### config.mk
export PLATFORM = sky130hd
export DESIGN_NAME = fifo_rd_drain_flat
export DESIGN_NICKNAME = d
export VERILOG_FILES = /design/src/rtl/fifo_rd_drain_if.sv /design/src/rtl/fifo_rd_drain.sv /design/src/flat_wrapper.sv
export SDC_FILE = /design/constraint.sdc
export NUM_CORES = 1
export LEC_CHECK = 0
export CELL_PAD_IN_SITES_DETAIL_PLACEMENT = 0
export CELL_PAD_IN_SITES_GLOBAL_PLACEMENT = 2
export CORE_UTILIZATION = 41
export DETAILED_ROUTE_END_ITERATION = 8
export DONT_BUFFER_PORTS = 1
export PLACE_DENSITY = 0.76
export SETUP_SLACK_MARGIN = 0.1
export SLEW_MARGIN = 10
export SYNTH_ARGS = -nofsm -noshare
export SYNTH_HDL_FRONTEND = slang
export SYNTH_SLANG_ARGS = --single-unit
### constraint.sdc
create_clock -name r_clk -period 3.6 [get_ports r_clk]
set_input_delay 1.08 -clock r_clk [delete_from_list [all_inputs] [get_ports r_clk]]
set_output_delay 1.08 -clock r_clk [all_outputs]
set_load 0.01 [all_outputs]
### src/rtl/fifo_rd_drain_if.sv
// fifo_rd_drain_if
// Bundles the two handshakes seen by the read-side drain engine:
//   FIFO read port : i_empty, i_r_data (from FIFO), o_r_inc (to FIFO)
//   output stream  : o_valid, o_data (to consumer), i_ready (from consumer)
// Signal names keep the drain engine's point of view, so "i_" means
// "into the drain engine" and "o_" means "out of the drain engine".
// Modports:
//   master - the drain engine (fifo_rd_drain)
//   slave  - the surrounding FIFO + consumer (or a testbench playing both)
// Parameter D_SIZE is the data width and must match the drain engine.

`timescale 1ns/1ps

interface fifo_rd_drain_if #(
    parameter int D_SIZE = 16
) ();

    logic              i_empty;
    logic [D_SIZE-1:0] i_r_data;
    logic              o_r_inc;
    logic              o_valid;
    logic [D_SIZE-1:0] o_data;
    logic              i_ready;

    modport master (
        input  i_empty,
        input  i_r_data,
        input  i_ready,
        output o_r_inc,
        output o_valid,
        output o_data
    );

    modport slave (
        output i_empty,
        output i_r_data,
        output i_ready,
        input  o_r_inc,
        input  o_valid,
        input  o_data
    );

endinterface

### src/rtl/fifo_rd_drain.sv
// fifo_rd_drain
// Read-domain consumer for the asynchronous FIFO. A start command loads a
// word count; the block then pops that many words from the FIFO read port
// and forwards them in order to a valid/ready stream through a 2-entry
// registered buffer, and pulses o_done once the buffer has fully drained.
//
// Ports:
//   r_clk      - read-domain clock, rising edge
//   i_r_rstn   - asynchronous active-low reset
//   i_start    - start pulse, only honoured in IDLE
//   i_len      - burst length in words, captured with i_start
//   rd         - fifo_rd_drain_if.master: FIFO read port + output stream
//   o_busy     - high while a burst is in progress (READ or DRAIN)
//   o_done     - one-cycle pulse on the first IDLE cycle after a burst,
//                or the cycle after a zero-length start
//   o_rd_count - 16-bit wrapping count of words popped since reset,
//                only present when FIFO_RD_CNT_EN is defined
//
// Optional feature macro: FIFO_RD_CNT_EN (adds o_rd_count).

`timescale 1ns/1ps

module fifo_rd_drain #(
    parameter int D_SIZE = 16,
    parameter int L_SIZE = 8
) (
    input  logic              r_clk,
    input  logic              i_r_rstn,
    input  logic              i_start,
    input  logic [L_SIZE-1:0] i_len,
    fifo_rd_drain_if.master   rd,
    output logic              o_busy,
    output logic              o_done
`ifdef FIFO_RD_CNT_EN
    ,
    output logic [15:0]       o_rd_count
`endif
);

    typedef enum logic [1:0] {
        IDLE  = 2'd0,
        READ  = 2'd1,
        DRAIN = 2'd2
    } state_t;

    state_t            state;
    logic [L_SIZE-1:0] rem;
    logic [1:0]        cnt;
    logic [1:0]        cnt_next;
    logic [D_SIZE-1:0] entry0;
    logic [D_SIZE-1:0] entry1;
    logic              pop;
    logic              accept;
    logic              valid;

    // Pop only while reading, with data available, words still owed and
    // room in the buffer. Being combinational, this is forced low in IDLE.
    assign pop    = (state == READ) && !rd.i_empty && (rem != '0) && (cnt < 2'd2);
    assign valid  = (cnt != 2'd0);
    assign accept = valid && rd.i_ready;

    assign rd.o_r_inc = pop;
    assign rd.o_valid = valid;
    assign rd.o_data  = entry0;
    assign o_busy     = (state != IDLE);

    // Buffer occupancy after this edge.
    always_comb begin
        cnt_next = cnt;
        case ({pop, accept})
            2'b10:   cnt_next = cnt + 2'd1;
            2'b01:   cnt_next = cnt - 2'd1;
            default: cnt_next = cnt;
        endcase
    end

    // Control FSM: burst length bookkeeping and the registered done pulse.
    // READ ends on the edge that takes the last word; DRAIN ends on the edge
    // that empties the buffer, so o_done lands on the first IDLE cycle.
    always_ff @(posedge r_clk or negedge i_r_rstn) begin
        if (!i_r_rstn) begin
            state  <= IDLE;
            rem    <= '0;
            o_done <= 1'b0;
        end else begin
            o_done <= 1'b0;
            case (state)
                IDLE: begin
                    if (i_start) begin
                        if (i_len != '0) begin
                            rem   <= i_len;
                            state <= READ;
                        end else begin
                            o_done <= 1'b1;
                        end
                    end
                end
                READ: begin
                    if (pop) begin
                        rem <= rem - L_SIZE'(1);
                        if (rem == L_SIZE'(1)) begin
                            state <= DRAIN;
                        end
                    end
                end
                DRAIN: begin
                    if (cnt_next == 2'd0) begin
                        state  <= IDLE;
                        o_done <= 1'b1;
                    end
                end
                default: begin
                    state <= IDLE;
                end
            endcase
        end
    end

    // Two-entry buffer kept as a tiny shift queue: entry0 is always the
    // head, so o_data needs no mux. A popped word lands in the first free
    // slot after any same-cycle accept has shifted the queue.
    always_ff @(posedge r_clk or negedge i_r_rstn) begin
        if (!i_r_rstn) begin
            entry0 <= '0;
            entry1 <= '0;
            cnt    <= 2'd0;
        end else begin
            cnt <= cnt_next;
            if (pop && !accept) begin
                if (cnt == 2'd0) begin
                    entry0 <= rd.i_r_data;
                end else begin
                    entry1 <= rd.i_r_data;
                end
            end else if (!pop && accept) begin
                entry0 <= entry1;
            end else if (pop && accept) begin
                if (cnt == 2'd2) begin
                    entry0 <= entry1;
                    entry1 <= rd.i_r_data;
                end else begin
                    entry0 <= rd.i_r_data;
                end
            end
        end
    end

`ifdef FIFO_RD_CNT_EN
    // Lifetime pop counter; wraps naturally at 16 bits, cleared only by reset.
    always_ff @(posedge r_clk or negedge i_r_rstn) begin
        if (!i_r_rstn) begin
            o_rd_count <= 16'd0;
        end else if (pop) begin
            o_rd_count <= o_rd_count + 16'd1;
        end
    end
`else
    // No pop counter in this build.
`endif

endmodule

### src/flat_wrapper.sv
// flat-port wrapper written by rule: the top's interface ports become plain ports
module fifo_rd_drain_flat 
#(
    parameter int D_SIZE = 16,
    parameter int L_SIZE = 8
)
  (r_clk, i_r_rstn, i_start, i_len, o_busy, o_done, rd_i_empty, rd_i_r_data, rd_i_ready, rd_o_r_inc, rd_o_valid, rd_o_data);
  fifo_rd_drain_if #(.D_SIZE(D_SIZE)) rd_i ();
  input  logic r_clk;
  input  logic i_r_rstn;
  input  logic i_start;
  input  logic [L_SIZE-1:0] i_len;
  output logic o_busy;
  output logic o_done;
  input wire logic [$bits(rd_i.i_empty)-1:0] rd_i_empty;
  input wire logic [$bits(rd_i.i_r_data)-1:0] rd_i_r_data;
  input wire logic [$bits(rd_i.i_ready)-1:0] rd_i_ready;
  output wire logic [$bits(rd_i.o_r_inc)-1:0] rd_o_r_inc;
  output wire logic [$bits(rd_i.o_valid)-1:0] rd_o_valid;
  output wire logic [$bits(rd_i.o_data)-1:0] rd_o_data;
  assign rd_i.i_empty = rd_i_empty;
  assign rd_i.i_r_data = rd_i_r_data;
  assign rd_i.i_ready = rd_i_ready;
  assign rd_o_r_inc = rd_i.o_r_inc;
  assign rd_o_valid = rd_i.o_valid;
  assign rd_o_data = rd_i.o_data;
  fifo_rd_drain #(.D_SIZE(D_SIZE), .L_SIZE(L_SIZE)) u_core (.r_clk(r_clk), .i_r_rstn(i_r_rstn), .i_start(i_start), .i_len(i_len), .rd(rd_i), .o_busy(o_busy), .o_done(o_done));
endmodule
==> impl_metrics.ini, run 1 <==
[sta]
slew_viol_final = 0
rsz0062_at_grt = false
final-setup-viol-count = 0
finClkSkew_ns = 0.01040
hold_viol = 0
max_freq_mhz = 337.8
period_needed_ns = 2.960
relSlewSlack = 0.5301
holdWs_ns = 0.4746
period_share = 0.8222
worst_pin_slew_ns = 0.7034
fin_tns_setup_ns = 0

[route]
drtPass1Iterations = 4
postRouteAntennaNets = 0
wirelength_um = 4764
avgViaCountPerCell = 5.697
vias = 1504
met2_length_um = 2369
highest-signal-layer = met4
routedWlPerCell_um = 18.05
drt_iter0_drc = 53
wl_met1_um = 1956
drcViolationCount = 0
routed-wl-met3_um = 362

[layout]
layout-drive-gt1-share = 0.3542
n_fill_cell = 530
multi_input_area_um2 = 1141
diodes = 0
final_net_count = 225
register_area_um2 = 1126
synthToLayoutAreaGrowth_pct = 7.025
finish.utilization = 0.4569

[logic_synthesis]
synthFlopType = dfrtp_1
yosysMostFrequentCell = dfrtp_1
synthCells = 190
synth_nets = 223
ys_types = 44
async_reset_ff_frac = 1.000
syn_avg_cell_area_um2 = 12.37
syn_area_um2 = 2351
ys_ff_latch = 45
synth-edff-count = 0
yosysTopAreaCell = dfrtp_1
synth.top_cell.area_share = 0.4790
yosysWarnings = 0
ys_top_cells_by_count = dfrtp_1 (45), mux2_2 (38), nor2_1 (12)
yosysSeqAreaShare = 0.4790
synth_area_leaders = dfrtp_1 (48%), mux2_2 (18%), mux2_4 (6.4%)

[clock_tree]
cts_inserted_buffers = 5
clockBufferDepth = 2
clk_latency_ns = 0.29
clkSlewWorstSetupHoldPaths_ns = 0.08
cts_tree = yes
cts_setup_buffers = 0
ctsHoldBuffers = 0
post_cts_resized = 0
cts_root_buffer = clkbuf_8
htree_levels = 2
clock_sinks = 45

[power]
p_per_area_nw_per_um2 = 895.5
ir_drop_uv = 302.4
leakagePower_nw = 1.059

[die]
design.core.area_um2 = 5507
fp-row-count = 27
io_pins = 49
start_util = 0.4269
die_width_um = 77.73
die_y_um = 77.73
dieArea_um2 = 6041

[setup_path]
cpMaxStageDelayCell = or3b_2
cpPeakStageDelay_ns = 0.52
crit_fanout = 6
path_class = flop to output pin
worstPathCellList = inv_1, ha_1, or3b_2, o21ai_4, inv_4
arrival_ns = 1.88
cp-end-kind = output pin
cp_data_required_time_ns = 2.52
cp-start-kind = flop

[global_route]
grtUsageTotal = 0.1698
grt_pass1_wl_um = 7859
antenna_found_initial = 0
grt_pass1_vias = 1609
grt_start_max_net_pins = 46
grt_overflow = 0

[job]
drv_cap = 0

[placement]
dp_hpwl_um = 3466
place_congestion = 0.7550
io_buffers = 0

[hold_path]
hold_class = input port to asynchronous set/reset pin

[status]
status = finished, final reports clean
## routing by layer
metal,track usage,vias to the layer above
met5,0,-
met3,0.06588,7
met1,0.2042,757
met2,0.2779,44
li1,-,696
met4,0.05472,0
## cells by family (layout without fill, tap and decap cells)
group                      after synthesis  in the layout  share of synthesized area
muxes                                   49             49                     0.2501
DFF                                     45             45                     0.4790
and+or+nand+nor                         40             40                    0.09952
AOI/OAI and AO/OA                       34             34                     0.1054
buffers and inverters                   16             18                    0.03726
adders and majority gates                4              4                    0.02129
xor gates and xnor gates                 2              2                   0.007452
## worst paths after layout
check | start | endpoint | slack (ns) | depth (start not counted)
max in group asynchronous | i_r_rstn | u_core.rd.o_data[3]$_DFFE_PN0P_ | 3.03 | 0
min in group r_clk | u_core.entry1[7]$_DFFE_PN0P_ | u_core.entry1[7]$_DFFE_PN0P_ | 0.51 | 1
setup reg to reg | u_core.rem[0]$_DFFE_PN0P_ | u_core.rd.o_data[1]$_DFFE_PN0P_ | 0.73 | 10
setup / recovery | u_core.rem[0]$_DFFE_PN0P_ | rd_o_r_inc | 0.64 | 5
hold / removal | i_r_rstn | u_core.rem[2]$_DFFE_PN0P_ | 0.47 | 0
hold reg to reg | u_core.entry1[7]$_DFFE_PN0P_ | u_core.entry1[7]$_DFFE_PN0P_ | 0.51 | 1
## report_power, final
group / internal [mW] / switching, mW / total (mW)
Sequential: 0.750 / 0.236 / 0.986
Combinational: 0.515 / 0.389 / 0.903
Clock: 0.202 / 0.162 / 0.364
Total: 1.47 / 0.787 / 2.25
## registers in the layout (all words and copies together), names as in the netlist
register / cells
u_core.rd.o_data: 16
u_core.entry1: 16
u_core.cnt: 2
u_core.state: 2
u_core.o_done: 1
u_core.rem: 8
## cells in the final DEF, fill, tap and decap left out, types with 2 or more instances in the layout
master	count
nor4_1	3
nand4_1	2
nand2b_1	3
buf_4	3
o22a_1	4
xnor2_1	2
mux2_4	10
inv_1	7
mux2_2	38
nor3_1	4
ha_1	4
nor2b_1	3
or2_2	2
a21oi_1	7
dfrtp_1	45
clkbuf_8	5
a32oi_1	3
a31oi_1	3
o21ai_0	6
nand2_1	3
nor2_1	12
## per-stage QoR
step / instances / setup WS, ns / power, mW / instance area, µm²
3_5_place_dp: 257 / 0.5707 / 1.906 / 2412
3_3_place_gp: 257 / 0.6285 / 1.849 / 2412
6_report: 264 / 0.6400 / 2.253 / 2516
2_1_floorplan: 190 / 0.2053 / 1.707 / 2351
5_1_grt: 264 / 0.5240 / 2.416 / 2516
4_1_cts: 264 / 0.6272 / 2.282 / 2516
## worst max-delay path: cells and delay by family, from the launching register on
family / cells / cell delay, ns
AOI/OAI and AO/OA: 1 / 0.22
adders and majority gates: 1 / 0.27
buffers and inverters: 2 / 0.15
DFF: 1 / 0.43
and+or+nand+nor: 1 / 0.52
## layout make-up
type / instances / share of cell area
well taps: 72 / 0.03580
inverters: 8 / 0.01293
repair buffers: 3 / 0.008951
flip-flops and latches: 45 / 0.4475
clock inverters: 2 / 0.01392
multi-input cells: 129 / 0.4535
clock buffers: 5 / 0.02735
(Power assumes the default switching activity.)
==> run 2, diff against run 1 <==
- clock period: 3.6 -> 2.9 ns (I/O delays scaled with it)
==> run 2 against run 1 <==
Register-to-register slack worse by 0.44 ns. Critical path depth increased by 5. Global-route usage grew 0.73 points. Critical path type is now flop to flop. Critical endpoint is now u_core.rd.o_data[5]$_DFFE_PN0P_. Largest cell class unchanged.
==> impl_metrics.ini, run 2 (synthesized netlist as in run 1, its figures left out) <==
[power]
p_per_area_nw_per_um2 = 1128
power_frac_seq = 0.423
ir_drop_uv = 469.8
p_comb_frac = 0.407
p_sw_mw = 1.013
leakagePower_nw = 1.087
swShare = 0.3480
clock_power_share = 0.170
internal_power_mw = 1.897

[layout]
synthToLayoutAreaGrowth_pct = 9.739
diodes = 0
layout-drive-gt1-share = 0.3692
final_common_cell = dfrtp_1
n_fill_cell = 507
layout_common_cells = dfrtp_1 (44), mux2_2 (38), nor2_1 (12)
final_net_count = 227

[sta]
slew_viol_final = 0
finClkSkew_ns = 0.009488
rsz0062_at_grt = false
period_needed_ns = 2.605
final-setup-viol-count = 0
relSlewSlack = 0.5391
worst_pin_slew_ns = 0.6900
setup_ws_ns = 0.2945
period_share = 0.8984
max_freq_mhz = 383.8
hold_viol = 0
fin_tns_setup_ns = 0

[placement]
place_congestion = 0.8208
pre_cts_ws_ns = 0.1952
dp_hpwl_um = 3495
io_buffers = 0

[global_route]
grt_start_max_net_pins = 46
grt_pass1_wl_um = 8280
grtUsageTotal = 0.1771
grt_pass1_vias = 1621
grt_overflow = 0
antenna_found_initial = 0

[job]
drv_cap = 0

[route]
postRouteAntennaNets = 0
drtPass1Iterations = 4
routedWlPerCell_um = 18.14
vias = 1506
avgViaCountPerCell = 5.640
drt_iter0_drc = 72
wirelength_um = 4843
drcViolationCount = 0

[setup_path]
r2r_slack_ns = 0.29
cp_data_required_time_ns = 3.08
cp-start-kind = flop
path_class = flop to flop
cp-end-kind = flop
arrival_ns = 2.78
crit_fanout = 16

[clock_tree]
cts_inserted_buffers = 5
cts_tree = yes
cts_root_buffer = clkbuf_8
htree_levels = 2
clock_sinks = 45
clockBufferDepth = 2
clkSlewWorstSetupHoldPaths_ns = 0.09
ctsHoldBuffers = 0
clk_latency_ns = 0.29

[die]
fp-row-count = 27
dieArea_um2 = 6041
io_pins = 49
design.core.area_um2 = 5507
start_util = 0.4269
die_width_um = 77.73
die_y_um = 77.73

[status]
status = finished, final reports clean

[hold_path]
hold_class = input port to asynchronous set/reset pin
## run 2: cell types whose count changed in the layout (fill, tap and decap cells not counted), sizes merged
cell,change
clkinv,-1
clkbuf,+1
buf,+2
clkinvlp,+1
## run 2: layout make-up
| type | count | area, µm² | share of cell area |
|---|---|---|---|
| multi-input cells | 129 | 1160 | 0.4496 |
| flip-flops and latches | 45 | 1127 | 0.4370 |
| well taps | 72 | 90.09 | 0.03492 |
| clock buffers | 6 | 82.58 | 0.03201 |
| repair buffers | 5 | 50.05 | 0.01940 |
| clock inverters | 2 | 37.54 | 0.01455 |
| inverters | 8 | 32.53 | 0.01261 |
## run 2: path summary, 6_finish.rpt
path / from / to / cells after the start
setup / recovery: u_core.rem[0]$_DFFE_PN0P_ / u_core.rd.o_data[5]$_DFFE_PN0P_ / 10
hold / removal: i_r_rstn / u_core.rd.o_data[12]$_DFFE_PN0P_ / 0
setup reg to reg: u_core.rem[0]$_DFFE_PN0P_ / u_core.rd.o_data[5]$_DFFE_PN0P_ / 10
hold reg to reg: u_core.entry1[2]$_DFFE_PN0P_ / u_core.entry1[2]$_DFFE_PN0P_ / 1
max in group asynchronous: i_r_rstn / u_core.o_done$_DFF_PN0_ / 0
min in group r_clk: u_core.entry1[2]$_DFFE_PN0P_ / u_core.entry1[2]$_DFFE_PN0P_ / 1
## run 2: metal layers
layer | vias to the layer above | share of wire | global-route usage
met5 | - | 0 | 0
met4 | 0 | 0.013 | 0.04906
met3 | 8 | 0.070 | 0.05765
met2 | 46 | 0.48 | 0.2858
li1 | 706 | - | -
met1 | 746 | 0.44 | 0.2267
## run 2: timing repair
item,4_1_cts,5_1_grt
endpoints found under the setup margin,0,17
setup buffers,0,1
resized for setup,0,2
## run 2: worst max-delay path: stages, from the launching register on
cell and delay, ns:
dfrtp_2 0.44, inv_1 0.07, ha_1 0.16, or3b_4 0.41, o21ai_4 0.22, inv_4 0.08, ha_1 0.23, o21bai_4 0.19
buf_12 0.16, mux2_2 0.27, mux2_2 0.26
## run 2: stage by stage
| step | power [mW] | util | cells | hold slack (ns) | area [µm²] |
|---|---|---|---|---|---|
| after floorplan | 2.149 | - | 190 | 0.4766 | 2375 |
| after global placement | 2.353 | 0.4447 | 258 | 0.4844 | 2449 |
| after detailed placement | 2.425 | 0.4447 | 258 | 0.4919 | 2449 |
| after CTS | 2.933 | 0.4665 | 266 | 0.2479 | 2569 |
| after global routing | 3.121 | 0.4685 | 267 | 0.2274 | 2580 |
| final | 2.910 | 0.4685 | 267 | 0.2569 | 2580 |
## run 2: power by group through the flow
stage                     logic, mW  registers (mW)  clock network (mW)
after floorplan               0.986            1.16                   0
after global placement         1.13            1.22                   0
after detailed placement       1.19            1.24                   0
after CTS                      1.19            1.23               0.510
after global routing           1.31            1.28               0.540
final                          1.19            1.23               0.494
==> run 3, diff against run 2 <==
- SETUP_SLACK_MARGIN: 0.1 -> not set
==> run 3 against run 2 <==
Sequential cell count did not move. Maximum frequency is 4.2% lower. Wire length down 3.3%. Combinational power barely moved. First-iteration DRC count is 54% lower. Clock power up 15%. Non-clock buffer count grew 1. Worst hold slack better by 0.0028 ns. Worst setup slack lost 0.11 ns. Critical path depth stayed put. Clock skew fell by 0.0054 ns. Critical path type unchanged. Largest cell class unchanged.
==> impl_metrics.ini, run 3 (synthesized netlist as in run 1, its figures left out) <==
[layout]
layout-drive-gt1-share = 0.3673
multi_input_area_um2 = 1157
final_net_count = 228
final_cell_area_um2 = 2589
diodes = 0
layout_common_cells = dfrtp_1 (45), mux2_2 (38), nor2_1 (12)
register_area_um2 = 1126
final_common_cell = dfrtp_1
n_fill_cell = 504
synthToLayoutAreaGrowth_pct = 10.11

[sta]
period_share = 0.9377
worst_pin_slew_ns = 0.5984
period_needed_ns = 2.719
fin_tns_setup_ns = 0
max_freq_mhz = 367.7
finClkSkew_ns = 0.004124
relSlewSlack = 0.6003
slew_viol_final = 0
rsz0062_at_grt = false
final-setup-viol-count = 0
hold_viol = 0

[clock_tree]
clockBufferDepth = 2
cts_tree = yes
clkSlewWorstSetupHoldPaths_ns = 0.09
ctsHoldBuffers = 0
clk_latency_ns = 0.29
cts_inserted_buffers = 5
clock_sinks = 45
htree_levels = 2
cts_root_buffer = clkbuf_8

[setup_path]
crit_fanout = 16
cpPeakStageDelay_ns = 0.50
timing.rr.end = u_core.rd.o_data[9]$_DFFE_PN0P_
cp-end-kind = flop
reg2reg_depth = 10
worstPathCellList = inv_1, ha_1, or3b_2, o21ai_4, buf_4, inv_4, ha_1, o21bai_4, mux2_2, mux2_2
r2r_start = u_core.rem[0]$_DFFE_PN0P_
path_class = flop to flop
cpMaxStageDelayCell = or3b_2
r2r_slack_ns = 0.18
cp_data_required_time_ns = 3.08
arrival_ns = 2.90
cp-start-kind = flop

[placement]
place_congestion = 0.7978
post_dp_cell_area_um2 = 2444
io_buffers = 0
dp_hpwl_um = 3438

[global_route]
grt_overflow = 0
antenna_found_initial = 0
grt_start_max_net_pins = 46
grt_pass1_wl_um = 7914
grtUsageTotal = 0.1689
grt_pass1_vias = 1617

[route]
postRouteAntennaNets = 0
wirelength_um = 4684
routedWlPerCell_um = 17.48
drcViolationCount = 0
drtPass1Iterations = 4
drt_iter0_drc = 33
avgViaCountPerCell = 5.616
vias = 1505

[power]
clock_power_share = 0.193
swShare = 0.3402
ir_drop_uv = 422.1
p_sw_mw = 1.001
power_frac_seq = 0.414
p_comb_frac = 0.393
p_per_area_nw_per_um2 = 1137
internal_power_mw = 1.943
leakagePower_nw = 1.098
p_total_mw = 2.944

[status]
status = finished, final reports clean

[die]
die_width_um = 77.73
io_pins = 49
dieArea_um2 = 6041
fp-row-count = 27
design.core.area_um2 = 5507
start_util = 0.4269
die_y_um = 77.73

[job]
drv_cap = 0

[hold_path]
hold_class = input port to asynchronous set/reset pin
-- run 3: worst max path at each step --
stage,slack [ns],depth (start not counted),start,to
floorplan,0.07,7,rd_i_empty,u_core.rd.o_data[10]$_DFFE_PN0P_
finish,0.18,10,u_core.rem[0]$_DFFE_PN0P_,u_core.rd.o_data[9]$_DFFE_PN0P_
CTS,0.15,10,u_core.rem[0]$_DFFE_PN0P_,u_core.rd.o_data[9]$_DFFE_PN0P_
detailed placement,-0.16,6,rd_i_empty,u_core.rd.o_data[9]$_DFFE_PN0P_
global route,0.03,10,u_core.rem[0]$_DFFE_PN0P_,u_core.rd.o_data[0]$_DFFE_PN0P_
global placement,-0.06,6,rd_i_empty,u_core.rd.o_data[12]$_DFFE_PN0P_
-- run 3: through the flow --
step	util	hold slack (ns)	std cells	setup slack, ns
3_3_place_gp	0.4438	0.4855	260	-0.05719
5_1_grt	0.4701	0.2361	268	0.03245
4_1_cts	0.4701	0.2490	268	0.1504
6_report	0.4701	0.2597	268	0.1807
2_1_floorplan	-	0.4766	190	0.06968
3_5_place_dp	0.4438	0.4945	260	-0.1553
-- run 3: area by class of cell --
cell class                 count  area share
timing repair buffer           6     0.01740
sequential                    45      0.4350
multi-input combinational    129      0.4471
clock buffer                   5     0.02658
clock inverter                 3     0.02658
inverter                       8     0.01257
tap                           72     0.03480
-- run 3: layer usage --
| layer | share of wire | global-route usage | vias up |
|---|---|---|---|
| met1 | 0.42 | 0.2007 | 750 |
| li1 | - | - | 705 |
| met2 | 0.50 | 0.2876 | 44 |
| met5 | 0 | 0 | - |
| met4 | 0.010 | 0.04528 | 0 |
| met3 | 0.072 | 0.06000 | 6 |
-- run 3: repair_timing --
action,in CTS,in global routing
resized for setup,1,0
buffers inserted,0,0
setup endpoints to repair,3,0
-- run 3: power by group through the flow --
stage	Combinational (mW)	Clock (mW)	Sequential (mW)
after floorplan	0.971	0	1.16
after global placement	1.11	0	1.21
after detailed placement	1.15	0	1.23
after CTS	1.17	0.578	1.22
after global routing	1.28	0.604	1.26
final	1.16	0.568	1.22
-- run 3: worst max-delay path: cells and delay by family (launching register included) --
family,cells,cell delay [ns]
flops,1,0.43
buf+inv,3,0.29
simple gates,1,0.50
mux,2,0.59
compound gates,2,0.44
fa+ha+maj,2,0.37
